===== config.mk =====
export PLATFORM = sky130hd
export DESIGN_NAME = input_conditioner_flat
export DESIGN_NICKNAME = d
export VERILOG_FILES = /design/src/rtl/input_conditioner_if.sv /design/src/rtl/input_conditioner.sv /design/src/flat_wrapper.sv
export SDC_FILE = /design/constraint.sdc
export NUM_CORES = 1
export LEC_CHECK = 0
export BUFFER_PORTS_ARGS = -buffer_cell sky130_fd_sc_hd__buf_2
export CORE_UTILIZATION = 35
export CTS_CLUSTER_DIAMETER = 80
export CTS_CLUSTER_SIZE = 16
export DETAILED_ROUTE_END_ITERATION = 6
export GPL_TIMING_DRIVEN = 1
export PLACE_DENSITY_LB_ADDON = 0.1
export SYNTH_ARGS = -nofsm -noshare
export SYNTH_HDL_FRONTEND = slang
export SYNTH_SLANG_ARGS = --single-unit
export TNS_END_PERCENT = 50

===== constraint.sdc =====
create_clock -name clock -period 1.8 [get_ports clock]
set_input_delay 0.09 -clock clock [delete_from_list [all_inputs] [get_ports clock]]
set_output_delay 0.09 -clock clock [all_outputs]
set_load 0.02 [all_outputs]

===== src/rtl/input_conditioner_if.sv =====
// Signal bundle between a raw-input source and the input conditioner.
// The master modport is the source side, which drives raw_in and observes
// the conditioned outputs. The slave modport is the conditioner side.
interface input_conditioner_if;
  logic       raw_in;
  logic       level_out;
  logic       rise_pulse;
  logic       fall_pulse;
  logic [7:0] bounce_cnt;

  modport master (
    output raw_in,
    input  level_out, rise_pulse, fall_pulse, bounce_cnt
  );

  modport slave (
    input  raw_in,
    output level_out, rise_pulse, fall_pulse, bounce_cnt
  );
endinterface


===== src/rtl/input_conditioner.sv =====
// Front-end conditioner for a bouncy asynchronous one-bit input.
// Processing order: a SYNC_STAGES-deep synchronizer, then a four-state
// debounce FSM. A new level is accepted only after DEBOUNCE_CYCLES
// consecutive stable synchronized samples. All outputs are registered.
module input_conditioner #(
  parameter int SYNC_STAGES     = 2,
  parameter int DEBOUNCE_CYCLES = 4,
  parameter int CNT_W           = $clog2(DEBOUNCE_CYCLES + 1)
) (
  input logic                 clock,
  input logic                 reset,
  input_conditioner_if.slave  io
);

  typedef enum logic [1:0] {IDLE_LOW, WAIT_HIGH, IDLE_HIGH, WAIT_LOW} state_t;

  // The qualification is complete when the counter reaches its last value
  // while the new level is still present on that same sample.
  localparam logic [CNT_W-1:0] CNT_LAST = CNT_W'(DEBOUNCE_CYCLES - 1);
  localparam logic [CNT_W-1:0] CNT_ONE  = CNT_W'(1);

  logic [SYNC_STAGES-1:0] sync_pipe;
  logic                   sync_in;

  state_t           state_q, state_d;
  logic [CNT_W-1:0] cnt_q, cnt_d;
  logic             level_q, level_d;
  logic             rise_q, rise_d;
  logic             fall_q, fall_d;
  logic [7:0]       bcnt_q, bcnt_d;
  logic             abort;

  assign sync_in = sync_pipe[SYNC_STAGES-1];

  // Synchronizer shift register. This is the only logic that touches raw_in.
  always_ff @(posedge clock) begin
    if (reset) sync_pipe <= '0;
    else       sync_pipe <= {sync_pipe[SYNC_STAGES-2:0], io.raw_in};
  end

  // Debounce state, stability counter and the registered outputs.
  always_ff @(posedge clock) begin
    if (reset) begin
      state_q <= IDLE_LOW;
      cnt_q   <= '0;
      level_q <= 1'b0;
      rise_q  <= 1'b0;
      fall_q  <= 1'b0;
      bcnt_q  <= '0;
    end else begin
      state_q <= state_d;
      cnt_q   <= cnt_d;
      level_q <= level_d;
      rise_q  <= rise_d;
      fall_q  <= fall_d;
      bcnt_q  <= bcnt_d;
    end
  end

  // Next-state logic. The pulses default to 0, so each lasts exactly one
  // cycle. A WAIT state that loses its candidate level counts one bounce.
  always_comb begin
    state_d = state_q;
    cnt_d   = cnt_q;
    level_d = level_q;
    rise_d  = 1'b0;
    fall_d  = 1'b0;
    bcnt_d  = bcnt_q;
    abort   = 1'b0;
    case (state_q)
      IDLE_LOW: begin
        if (sync_in) begin
          state_d = WAIT_HIGH;
          cnt_d   = CNT_ONE;
        end
      end
      WAIT_HIGH: begin
        if (!sync_in) begin
          state_d = IDLE_LOW;
          cnt_d   = '0;
          abort   = 1'b1;
        end else if (cnt_q == CNT_LAST) begin
          state_d = IDLE_HIGH;
          cnt_d   = '0;
          level_d = 1'b1;
          rise_d  = 1'b1;
        end else begin
          cnt_d = cnt_q + CNT_ONE;
        end
      end
      IDLE_HIGH: begin
        if (!sync_in) begin
          state_d = WAIT_LOW;
          cnt_d   = CNT_ONE;
        end
      end
      WAIT_LOW: begin
        if (sync_in) begin
          state_d = IDLE_HIGH;
          cnt_d   = '0;
          abort   = 1'b1;
        end else if (cnt_q == CNT_LAST) begin
          state_d = IDLE_LOW;
          cnt_d   = '0;
          level_d = 1'b0;
          fall_d  = 1'b1;
        end else begin
          cnt_d = cnt_q + CNT_ONE;
        end
      end
      default: begin
        state_d = IDLE_LOW;
        cnt_d   = '0;
      end
    endcase
    // The bounce counter saturates at 255 and holds there.
    if (abort && (bcnt_q != 8'hFF)) bcnt_d = bcnt_q + 8'd1;
  end

  assign io.level_out  = level_q;
  assign io.rise_pulse = rise_q;
  assign io.fall_pulse = fall_q;
  assign io.bounce_cnt = bcnt_q;

endmodule


===== src/flat_wrapper.sv =====
// flat-port wrapper written by rule: the top's interface ports become plain ports
module input_conditioner_flat 
#(
  parameter int SYNC_STAGES     = 2,
  parameter int DEBOUNCE_CYCLES = 4,
  parameter int CNT_W           = $clog2(DEBOUNCE_CYCLES + 1)
)
  (clock, reset, io_raw_in, io_level_out, io_rise_pulse, io_fall_pulse, io_bounce_cnt);
  input_conditioner_if io_i ();
  input logic clock;
  input logic reset;
  input wire logic [$bits(io_i.raw_in)-1:0] io_raw_in;
  output wire logic [$bits(io_i.level_out)-1:0] io_level_out;
  output wire logic [$bits(io_i.rise_pulse)-1:0] io_rise_pulse;
  output wire logic [$bits(io_i.fall_pulse)-1:0] io_fall_pulse;
  output wire logic [$bits(io_i.bounce_cnt)-1:0] io_bounce_cnt;
  assign io_i.raw_in = io_raw_in;
  assign io_level_out = io_i.level_out;
  assign io_rise_pulse = io_i.rise_pulse;
  assign io_fall_pulse = io_i.fall_pulse;
  assign io_bounce_cnt = io_i.bounce_cnt;
  input_conditioner #(.SYNC_STAGES(SYNC_STAGES), .DEBOUNCE_CYCLES(DEBOUNCE_CYCLES), .CNT_W(CNT_W)) u_core (.clock(clock), .reset(reset), .io(io_i));
endmodule

After elaboration in Yosys (flattened, before gate mapping) --
Index checks and enable logic that the tools add are counted.
Storage, ports and cells: register bits after elaboration 18, bits in latches 0, output and inout port bits 11, bits of input ports 3, bits in read-only memories 0, bits in writable memories 0, logic and storage cells 55, memories 0
Cells by class: eq/ne operators 13, div/mod/pow operators 0, bitwise gates (word level) 3, reduce and logical (&&, ||, !) cells 8, magnitude comparators 0, shift-type cells 0, $mul 0, mux-type cells 22, add/subtract/negate cells 2
Operator list (number):
- $mux 3 | 5
- $mux 2 | 6
- $pmux 3 s4 | 1
- $add 8x1->8 const B | 1
- $ne 2x1->1 const B | 4
- $ne 8x8->1 const B | 1
- $pmux 2 s4 | 1
- $mux 1 | 7
- $reduce_or 3->1 | 2
- $reduce_and 5->1 | 1
- $eq 2x2->1 const B | 2
- $ne 2x2->1 const B | 2
- $pmux 1 s2 | 2
- $reduce_and 4->1 | 1
- $add 3x1->3 const B | 1
- $eq 3x2->1 const B | 1
- $ne 3x1->1 const B | 1
- $ne 3x3->1 const B | 1
- $not 1->1 | 3
- $eq 2x1->1 const B | 1
- $logic_not 2->1 | 1
- $reduce_and 2->1 | 1
- $reduce_bool 2->1 | 1
- $logic_and 1x1->1 | 1

Logic depth before layout (Yosys ltp) --
Gate-level depths: netlist of the first run.
word-level depth 4, gate-level depth with buffers 5, depth with buffers taken out 5

Worst setup path after synthesis of the first run --
Ideal clock, no wire load.
kind register to register, start point reg u_core.bcnt_q[0] (netlist: u_core.io.bounce_cnt[0]), end point reg u_core.bcnt_q[1] (netlist: u_core.io.bounce_cnt[1]), data arrival time 1.601 ns, stages on the path, launching flop included 6, data required time 1.672 ns, setup time 0.128 ns, path buffers 0, path slack 0.071 ns, period minus slack after synthesis 1.729 ns, cells stage by stage dfxtp_1 -> ha_1 -> nand2_1 -> o311ai_0 -> mux2i_1 -> nor2_1
On the way: cells in the longest elaborated chain, start to end 2, elaborated cells on any way between the ends 3, classes of those cells add/sub: 1; eq/ne: 1; reduce/logical: 1
Ends and longest elaborated chain:
- start: declaration | RTL line input_conditioner.sv:30 | logic [7:0] bcnt_q, bcnt_d;
- start signal: assignment | RTL line input_conditioner.sv:56 | bcnt_q <= bcnt_d;
- parallel branches: the longest is 2 deep, another holds $add 8x1->8
Parallel ways; which one is timed is not known. A chain may end at the register's enable or synchronous reset.

Final worst setup path of the first run --
start point reg u_core.bcnt_q[0] (netlist: u_core.io.bounce_cnt[0]), end point reg u_core.bcnt_q[5] (netlist: u_core.io.bounce_cnt[5])
The elaborated chain is that of the path after synthesis.

==> flow_summary.yaml, run 1 <==
run_status:
  outcome: "completed"
clocking:
  insertion_delay_ns: 0.29
  clkTransAtPathRegs_ns: 0.10
  clockBufferDepth: 2
  htreeDepth: 1
  cts-buffers-inserted: 3
  cts-root-buf: "clkbuf_4"
  clock-sinks: 18
  cts_tree: "done"
logic_synthesis:
  synth_top_area_share_pct: 46.0
  synth-seq-cells: 18
  syn-cell-area_sq_um: 783
  avgSynthCellArea_sq_um: 9.44
  yosys_warnings: 0
  synth_cells: 83
  synth_cell_types: 35
  ys_top_cells_by_area: "dfxtp_1, a21oi_1, nor2_1"
  ys_seq_area_share_pct: 46.0
  synth_fp_nets: 88
  yosys.area.top_type: "dfxtp_1"
power_and_ir_drop:
  power.density_nw_per_um2: 714
  vdd_drop_max_uv: 362
  power.leakage_nw: 0.345
setup_path:
  setup.worst_path.end_class: "register"
  criticalPathCategory: "register to register"
  critPathSlowestCell: "or4_1"
  cp.buffers_inverters: 0
  start_kind: "register"
  critPathTopFamily: "simple AND/OR/NAND/NOR gates"
  crit_arrival_ns: 1.85
  worstPathMaxFanout: 6
  cp.required_ns: 2.02
  crit_chain: "ha_1 -> nand2_1 -> o211ai_1 -> or4_1 -> a21oi_1"
  critical-path-max-stage-delay_ns: 0.50
global_route:
  grt_max_degree: 20
  first_global_vias: 573
  grt-ovfl-total: 0
  grt_usage_pct: 14.1
  antenna_found_initial: 0
  grt_pass1_wl_microns: 2520
routing:
  first_iter_violations: 4
  dr.pass1.iters: 2
  vias_per_cell: 4.94
  drtAntennaViolNets: 0
  wirelength_microns: 1480
  wl_per_cell_microns: 11.9
  drc: 0
  vias: 613
sta:
  setup_viol: 0
  slew_headroom_pct: 74.3
  rsz0062_at_grt: "false"
  fin_crit_ns: 1.63
  finalHoldWorstSlack_ns: 0.178
  fmax_mhz: 612
  worst_pin_slew_ns: 0.383
  drv_slew: 0
  fin_setup_tns_ns: 0
  min_period_over_period_pct: 90.8
  hold_violations: 0
  skew_ns: 0.00327
floorplanning:
  fp.dieArea_sq_um: 2430
  start_util_pct: 38.4
  fp.dieW_microns: 49.3
  coreArea_sq_um: 2040
  die_y_microns: 49.3
  pin_count: 14
  num_rows: 16
final_layout:
  nets: 104
  drive_gt1_share_pct: 22.7
  antenna_cells: 0
  finish.instance_area_sq_um: 898
  finish.utilization_pct: 44.0
  area_delta_synth_final_pct: 14.7
worst_hold_path:
  holdCritPathClass: "primary input to register"
placed_design:
  portBuffers: 13
  place_congestion: 0.672
  placed_area_sq_um: 866
  dp_hpwl_microns: 1020
flow_run:
  cap_violations: 0
per-layer routing:
layer	routed length [microns]	track usage, %	vias up
li1	-	-	327
met2	639	23.5	11
met1	753	15.7	273
met5	0	0	-
met4	19	5.88	0
met3	64	5.61	2
where the power goes:
group	total (W)	leakage [nW]	internal (W)	switching (W)
logic	0.0000359	0.186	0.0000155	0.0000204
registers	0.000412	0.146	0.000405	0.00000702
clock network	0.000193	0.0138	0.0000777	0.000116
through the flow:
stage	instances	total power (W)	setup slack, ns
2_1_floorplan	83	0.000448	0.0711
3_3_place_gp	120	0.000455	0.189
3_5_place_dp	120	0.000456	0.169
4_1_cts	124	0.000656	0.136
5_1_grt	124	0.000683	0.0459
6_report	124	0.000641	0.165
kinds of logic after synthesis:
group / Yosys count / synth area share [%]
and+or+nand+nor: 35 / 26.0
adders and majority gates: 2 / 3.19
buffers and inverters: 5 / 3.51
xor gates and xnor gates: 4 / 5.43
AOI/OAI and AO/OA: 18 / 14.5
muxes: 1 / 1.28
DFF: 18 / 46.0
state kept, by name (all words and copies together), names as in the netlist, named ones only:
register              flops
u_core.cnt_q              3
u_core.io.rise_pulse      1
u_core.io.fall_pulse      1
u_core.io.level_out       1
u_core.state_q            1
u_core.sync_pipe          2
u_core.io.bounce_cnt      8
cells in the final DEF (no fill, tap or decap), types with 2 or more instances in the layout:
master and n:
a21oi_1 7, buf_2 13, clkbuf_4 3, dfxtp_1 18, ha_1 2, nand2_1 6
nand3_1 3, nor2_1 9, nor2b_1 2, nor3b_1 2, nor4b_1 2, o21ai_0 3
o31ai_1 2, or4_1 2, xor2_1 2
Yosys cell counts:
master	count
xor2_1	2
o21ai_0	3
o211ai_1	1
or4_1	2
xnor2_1	1
ha_1	2
nor4b_2	1
clkbuf_1	2
nand3_2	1
dfxtp_1	18
a2111oi_0	1
buf_6	1
o31ai_1	2
xnor2_2	1
nor2_1	9
o311ai_0	1
nand3_1	3
nor4b_1	2
nand3b_1	1
nor2b_1	2
mux2i_1	1
a31o_2	1
a21oi_1	7
o21a_1	1
nor3_1	1
and2_1	1
nand2_1	6
a211oi_1	1
nor3b_1	2
nand4_1	1
or3_2	1
and3b_1	1
inv_1	1
buf_2	1
nand2b_1	1
path summary, 6_finish.rpt:
| check | startpoint | endpoint | slack, ns | cells past startpoint |
|---|---|---|---|---|
| worst max-delay path | u_core.io.bounce_cnt[0] | u_core.io.bounce_cnt[5] | 0.17 | 5 |
| worst min-delay path | reset | u_core.io.bounce_cnt[0] | 0.18 | 2 |
| worst max register to register | u_core.io.bounce_cnt[0] | u_core.io.bounce_cnt[5] | 0.17 | 5 |
| worst min register to register | u_core.sync_pipe[0] | u_core.sync_pipe[1] | 0.45 | 1 |
cell type report:
type | instances | area [sq um]
multi-input cells | 60 | 395
fillers | 226 | 1140
clock buffers | 3 | 22.5
well taps | 27 | 33.8
repair buffers | 15 | 82.6
flip-flops and latches | 18 | 360
inverters | 1 | 3.75
what timing repair did:
item                                   4_1_cts  5_1_grt
setup buffers                                0        0
hold buffers                                 1        0
endpoints found under the hold margin        1        0
resized for setup                            0        0
(Power assumes the default switching activity.)
==> inputs of run 2 (changes only) <==
clock period = 1.4 ns   (was 1.8 ns; I/O delays follow)
==> run 2 against run 1 <==
  * Count of clock-buffer cells in the layout rose by 1
  * Combinational power rose by 64%
  * Final cell count increased by 9.7%
  * First-iteration DRC count increased by 25%
  * Register-to-register slack lost 0.18 ns
  * Via count is 11% higher
  * Largest cell class unchanged
  * Clock power up 67%
  * Sequential cell count is the same
  * Sequential power up 28%
  * Maximum frequency grew 16%
  * Die area unchanged
  * The run now ends with setup timing left
==> flow_summary.yaml, run 2 (synthesis results as in run 1) <==
routing:
  drc: 0
  vias_per_cell: 4.99
  vias: 679
  drtAntennaViolNets: 0
  wirelength_microns: 1530
  dr.pass1.iters: 4
  wl_per_cell_microns: 11.3
  first_iter_violations: 5
floorplanning:
  num_rows: 16
  fp.dieArea_sq_um: 2430
  die_y_microns: 49.3
  pin_count: 14
  coreArea_sq_um: 2040
  fp.dieW_microns: 49.3
  start_util_pct: 38.4
final_layout:
  finish.instance_area_sq_um: 1060
  largest_register_ffs: 8
  drive_gt1_share_pct: 40.4
  fillers: 212
  finish.utilization_pct: 51.9
  nets: 115
  area_delta_synth_final_pct: 35.3
  mostFrequentLayoutCells: "buf_2, dfxtp_1, buf_4, nor2_1, a21oi_1"
  antenna_cells: 0
sta:
  slew_headroom_pct: 76.7
  min_period_over_period_pct: 101
  worst_pin_slew_ns: 0.350
  setup_viol: 3
  fmax_mhz: 707
  hold_violations: 0
  finalHoldWorstSlack_ns: 0.149
  fin_crit_ns: 1.42
  drv_slew: 0
  rsz0062_at_grt: "true"
  skew_ns: 0.00105
  finalWorstSetupSlack_ns: -0.0151
  fin_setup_tns_ns: -0.0363
power_and_ir_drop:
  switching_share_pct: 22.2
  vdd_drop_max_uv: 550
  power_frac_clock_pct: 35.5
  power.density_nw_per_um2: 856
  p_int_w: 0.000706
  power_frac_seq_pct: 58.1
  totalPowerFinal_w: 0.000907
  p_sw_w: 0.000202
  combPwrFrac_pct: 6.5
  power.leakage_nw: 0.436
placed_design:
  place_congestion: 0.668
  dp_hpwl_microns: 1150
  placed_area_sq_um: 1000
  portBuffers: 13
setup_path:
  setup.worst_path.end_class: "register"
  crit_arrival_ns: 1.65
  worstPathMaxFanout: 5
  cp.required_ns: 1.63
  criticalPathCategory: "register to register"
  start_kind: "register"
worst_hold_path:
  holdCritPathClass: "primary input to register"
clocking:
  clockBufferDepth: 2
  clock-sinks: 18
  cts_tree: "done"
  clkTransAtPathRegs_ns: 0.10
  insertion_delay_ns: 0.29
  htreeDepth: 1
  cts-buffers-inserted: 3
  cts-root-buf: "clkbuf_4"
run_status:
  violations: "setup timing"
  outcome: "finished with violations"
global_route:
  grt_usage_pct: 15.0
  grt-ovfl-total: 0
  grt_max_degree: 20
  first_global_vias: 648
  antenna_found_initial: 0
  grt_pass1_wl_microns: 2770
flow_run:
  cap_violations: 0
run 2: cell types whose count changed in the layout (fill, tap and decap cells not counted), sizes merged:
| cell | previous run | this run |
|---|---|---|
| clkbuf | 3 | 4 |
| buf | 14 | 25 |
run 2: power by group through the flow:
stage               clock [W]  sequential [W]  combinational (W)
floorplan                   0        0.000541          0.0000372
global placement            0        0.000538          0.0000561
detailed placement          0        0.000539          0.0000573
CTS                  0.000336        0.000527          0.0000598
global route         0.000358        0.000529          0.0000662
finish               0.000322        0.000527          0.0000587
run 2: cell type report:
cell class | instances | area, sq um | area share [%]
timing repair buffer | 26 | 165 | 15.6
sequential | 18 | 369 | 34.8
multi-input combinational | 60 | 452 | 42.6
tap | 27 | 33.8 | 3.19
inverter | 1 | 3.75 | 0.354
clock buffer | 4 | 36.3 | 3.42
run 2: metal layers:
metal  vias to the layer above  part of all wire, %  GRT usage (%)
li1                        354                    -              -
met1                       310                   49           16.7
met2                        13                   46           26.3
met3                         2                  4.2           5.61
met4                         0                 0.98           4.41
met5                         -                    0              0
run 2: final timing paths:
kind | from | to | slack (ns) | cells past startpoint
max | u_core.io.bounce_cnt[0] | u_core.io.bounce_cnt[3] | -0.02 | 5
min | reset | u_core.io.bounce_cnt[4] | 0.15 | 2
max reg2reg | u_core.io.bounce_cnt[0] | u_core.io.bounce_cnt[3] | -0.02 | 5
min reg2reg | u_core.sync_pipe[0] | u_core.sync_pipe[1] | 0.45 | 1
run 2: through the flow:
stage / std cells / worst slack (ns)
final: 136 / -0.0151
after global routing: 136 / -0.0958
after CTS: 136 / -0.0217
after detailed placement: 131 / -0.0395
after global placement: 131 / -0.00994
after floorplan: 83 / -0.0265
run 2: repair_timing:
item                                    in CTS  in global routing
setup buffers                                0                  0
endpoints found under the hold margin        1                  0
resized for setup                            1                  2
cloned                                       0                  0
hold buffers                                 1                  0
pin swaps                                    0                  2
endpoints found under the setup margin       3                  5
run 2: critical path, cell delays in order, from the launching register on:
cell and delay, ns:
dfxtp_4 0.37, ha_4 0.16, nand2_4 0.09, o211ai_1 0.16, or3_2 0.43, a21oi_1 0.14
==> inputs of run 3 (changes only) <==
PLACE_DENSITY_LB_ADDON = unset   (was 0.1)
==> run 3 against run 2 <==
  * The flow still finishes with violations (setup timing)
  * Die area stayed put
  * Global-route usage is 1.5 points higher
  * Sequential share of layout area is 0.49 points lower
  * Setup slack worse by 0.049 ns
  * Maximum frequency is 3.4% lower
  * Sequential power hardly changed
  * Count of clock-buffer cells in the layout stayed put
  * Critical endpoint is now u_core.io.bounce_cnt[5]
  * Largest cell class unchanged
==> flow_summary.yaml, run 3 (synthesis results as in run 1) <==
global_route:
  grt-ovfl-total: 0
  antenna_found_initial: 0
  grt_usage_pct: 16.5
  grt_max_degree: 20
  first_global_vias: 647
  grt_pass1_wl_microns: 2930
worst_hold_path:
  min_to: "u_core.io.bounce_cnt[4]"
  hp-start: "reset"
  whs_path_depth: 2
  holdCritPathClass: "primary input to register"
power_and_ir_drop:
  power.density_nw_per_um2: 833
  power_frac_seq_pct: 58.3
  p_int_w: 0.000705
  combPwrFrac_pct: 6.7
  switching_share_pct: 21.8
  power_frac_clock_pct: 35.0
  p_sw_w: 0.000196
  power.leakage_nw: 0.440
  vdd_drop_max_uv: 617
final_layout:
  largest_register_ffs: 8
  antenna_cells: 0
  multiInputGateArea_sq_um: 464
  drive_gt1_share_pct: 40.0
  seq_area_sq_um: 372
  nets: 116
  mostFrequentLayoutCells: "buf_2, buf_4, dfxtp_1, nor2_1, a21oi_1"
  finish.instance_area_sq_um: 1080
  fillers: 206
  area_delta_synth_final_pct: 38.2
setup_path:
  crit_arrival_ns: 1.70
  critPathSlowestCell: "or4_1"
  crit_chain: "ha_4 -> nand2_4 -> o211ai_1 -> or4_1 -> a21oi_1"
  cp.required_ns: 1.63
  critPathTopFamily: "simple AND/OR/NAND/NOR gates"
  cp.buffers_inverters: 0
  r2r-start: "u_core.io.bounce_cnt[1]"
  cp_num_cells: 5
  reg2reg_depth: 5
  worstPathMaxFanout: 5
  criticalPathCategory: "register to register"
  rrSetupSlack_ns: -0.06
  start_kind: "register"
  rr_endpoint: "u_core.io.bounce_cnt[5]"
  setup.worst_path.end_class: "register"
  critical-path-max-stage-delay_ns: 0.49
sta:
  worst_pin_slew_ns: 0.367
  min_period_over_period_pct: 105
  fin_setup_tns_ns: -0.108
  finalHoldWorstSlack_ns: 0.145
  finalWorstSetupSlack_ns: -0.0645
  setup_viol: 4
  hold_violations: 0
  skew_ns: 0.00568
  fin_crit_ns: 1.46
  slew_headroom_pct: 75.5
  drv_slew: 0
  fmax_mhz: 683
  rsz0062_at_grt: "true"
floorplanning:
  coreArea_sq_um: 2040
  num_rows: 16
  pin_count: 14
  start_util_pct: 38.4
  die_y_microns: 49.3
  fp.dieW_microns: 49.3
  fp.dieArea_sq_um: 2430
clocking:
  insertion_delay_ns: 0.29
  cts_tree: "done"
  cts-buffers-inserted: 3
  clkTransAtPathRegs_ns: 0.10
  clockBufferDepth: 2
  clock-sinks: 18
  htreeDepth: 1
  cts-root-buf: "clkbuf_4"
placed_design:
  portBuffers: 13
  dp_hpwl_microns: 1160
  place_congestion: 0.691
  placed_area_sq_um: 981
routing:
  drtAntennaViolNets: 0
  drc: 0
  wl_per_cell_microns: 11.9
  wirelength_microns: 1630
  dr.pass1.iters: 4
  first_iter_violations: 13
  vias: 706
  vias_per_cell: 5.15
flow_run:
  cap_violations: 0
run_status:
  violations: "setup timing"
  outcome: "finished with violations"
==> run 3: per-stage QoR <==
step / total power (W) / setup slack, ns / utilization, % / std cells
floorplan: 0.000579 / -0.0265 / - / 83
global placement: 0.000594 / -0.0108 / 48.0 / 128
detailed placement: 0.000595 / -0.0578 / 48.0 / 128
CTS: 0.000924 / -0.0186 / 50.9 / 134
global route: 0.000959 / -0.144 / 53.0 / 137
finish: 0.000901 / -0.0645 / 53.0 / 137
==> run 3: layout make-up <==
type                       count  area share, %
clock buffer                   4           3.35
timing repair buffer          27           16.0
inverter                       1          0.347
multi-input combinational     60           42.9
sequential                    18           34.3
tap                           27           3.12
==> run 3: worst max-delay path by stage <==
stage | start | endpoint | slack, ns
after floorplan | u_core.sync_pipe[1] | u_core.io.bounce_cnt[7] | -0.03
after global placement | u_core.sync_pipe[1] | u_core.io.bounce_cnt[5] | -0.01
after detailed placement | u_core.sync_pipe[1] | u_core.io.bounce_cnt[5] | -0.06
after CTS | u_core.io.bounce_cnt[0] | u_core.io.bounce_cnt[5] | -0.02
after global routing | u_core.io.bounce_cnt[1] | u_core.io.bounce_cnt[5] | -0.14
final | u_core.io.bounce_cnt[1] | u_core.io.bounce_cnt[5] | -0.06
==> run 3: what timing repair did <==
item / CTS / global route
resized for setup: 2 / 3
pin swaps: 1 / 5
setup endpoints to repair: 5 / 7
setup buffers: 1 / 3
hold buffers: 1 / 0
endpoints found under the hold margin: 1 / 0
==> run 3: routing by layer <==
layer	wire length (microns)	global-route usage [%]	up-vias
met3	57	6.54	5
met5	0	0	-
li1	-	-	352
met2	788	26.0	9
met1	759	19.5	340
met4	27	7.35	0
==> run 3: power groups by stage <==
stage	Combinational (W)	Clock [W]	Sequential (W)
after global placement	0.0000559	0	0.000538
after CTS	0.0000592	0.000337	0.000527
final	0.0000601	0.000315	0.000526
after floorplan	0.0000372	0	0.000541
after detailed placement	0.0000567	0	0.000539
after global routing	0.0000655	0.000366	0.000528
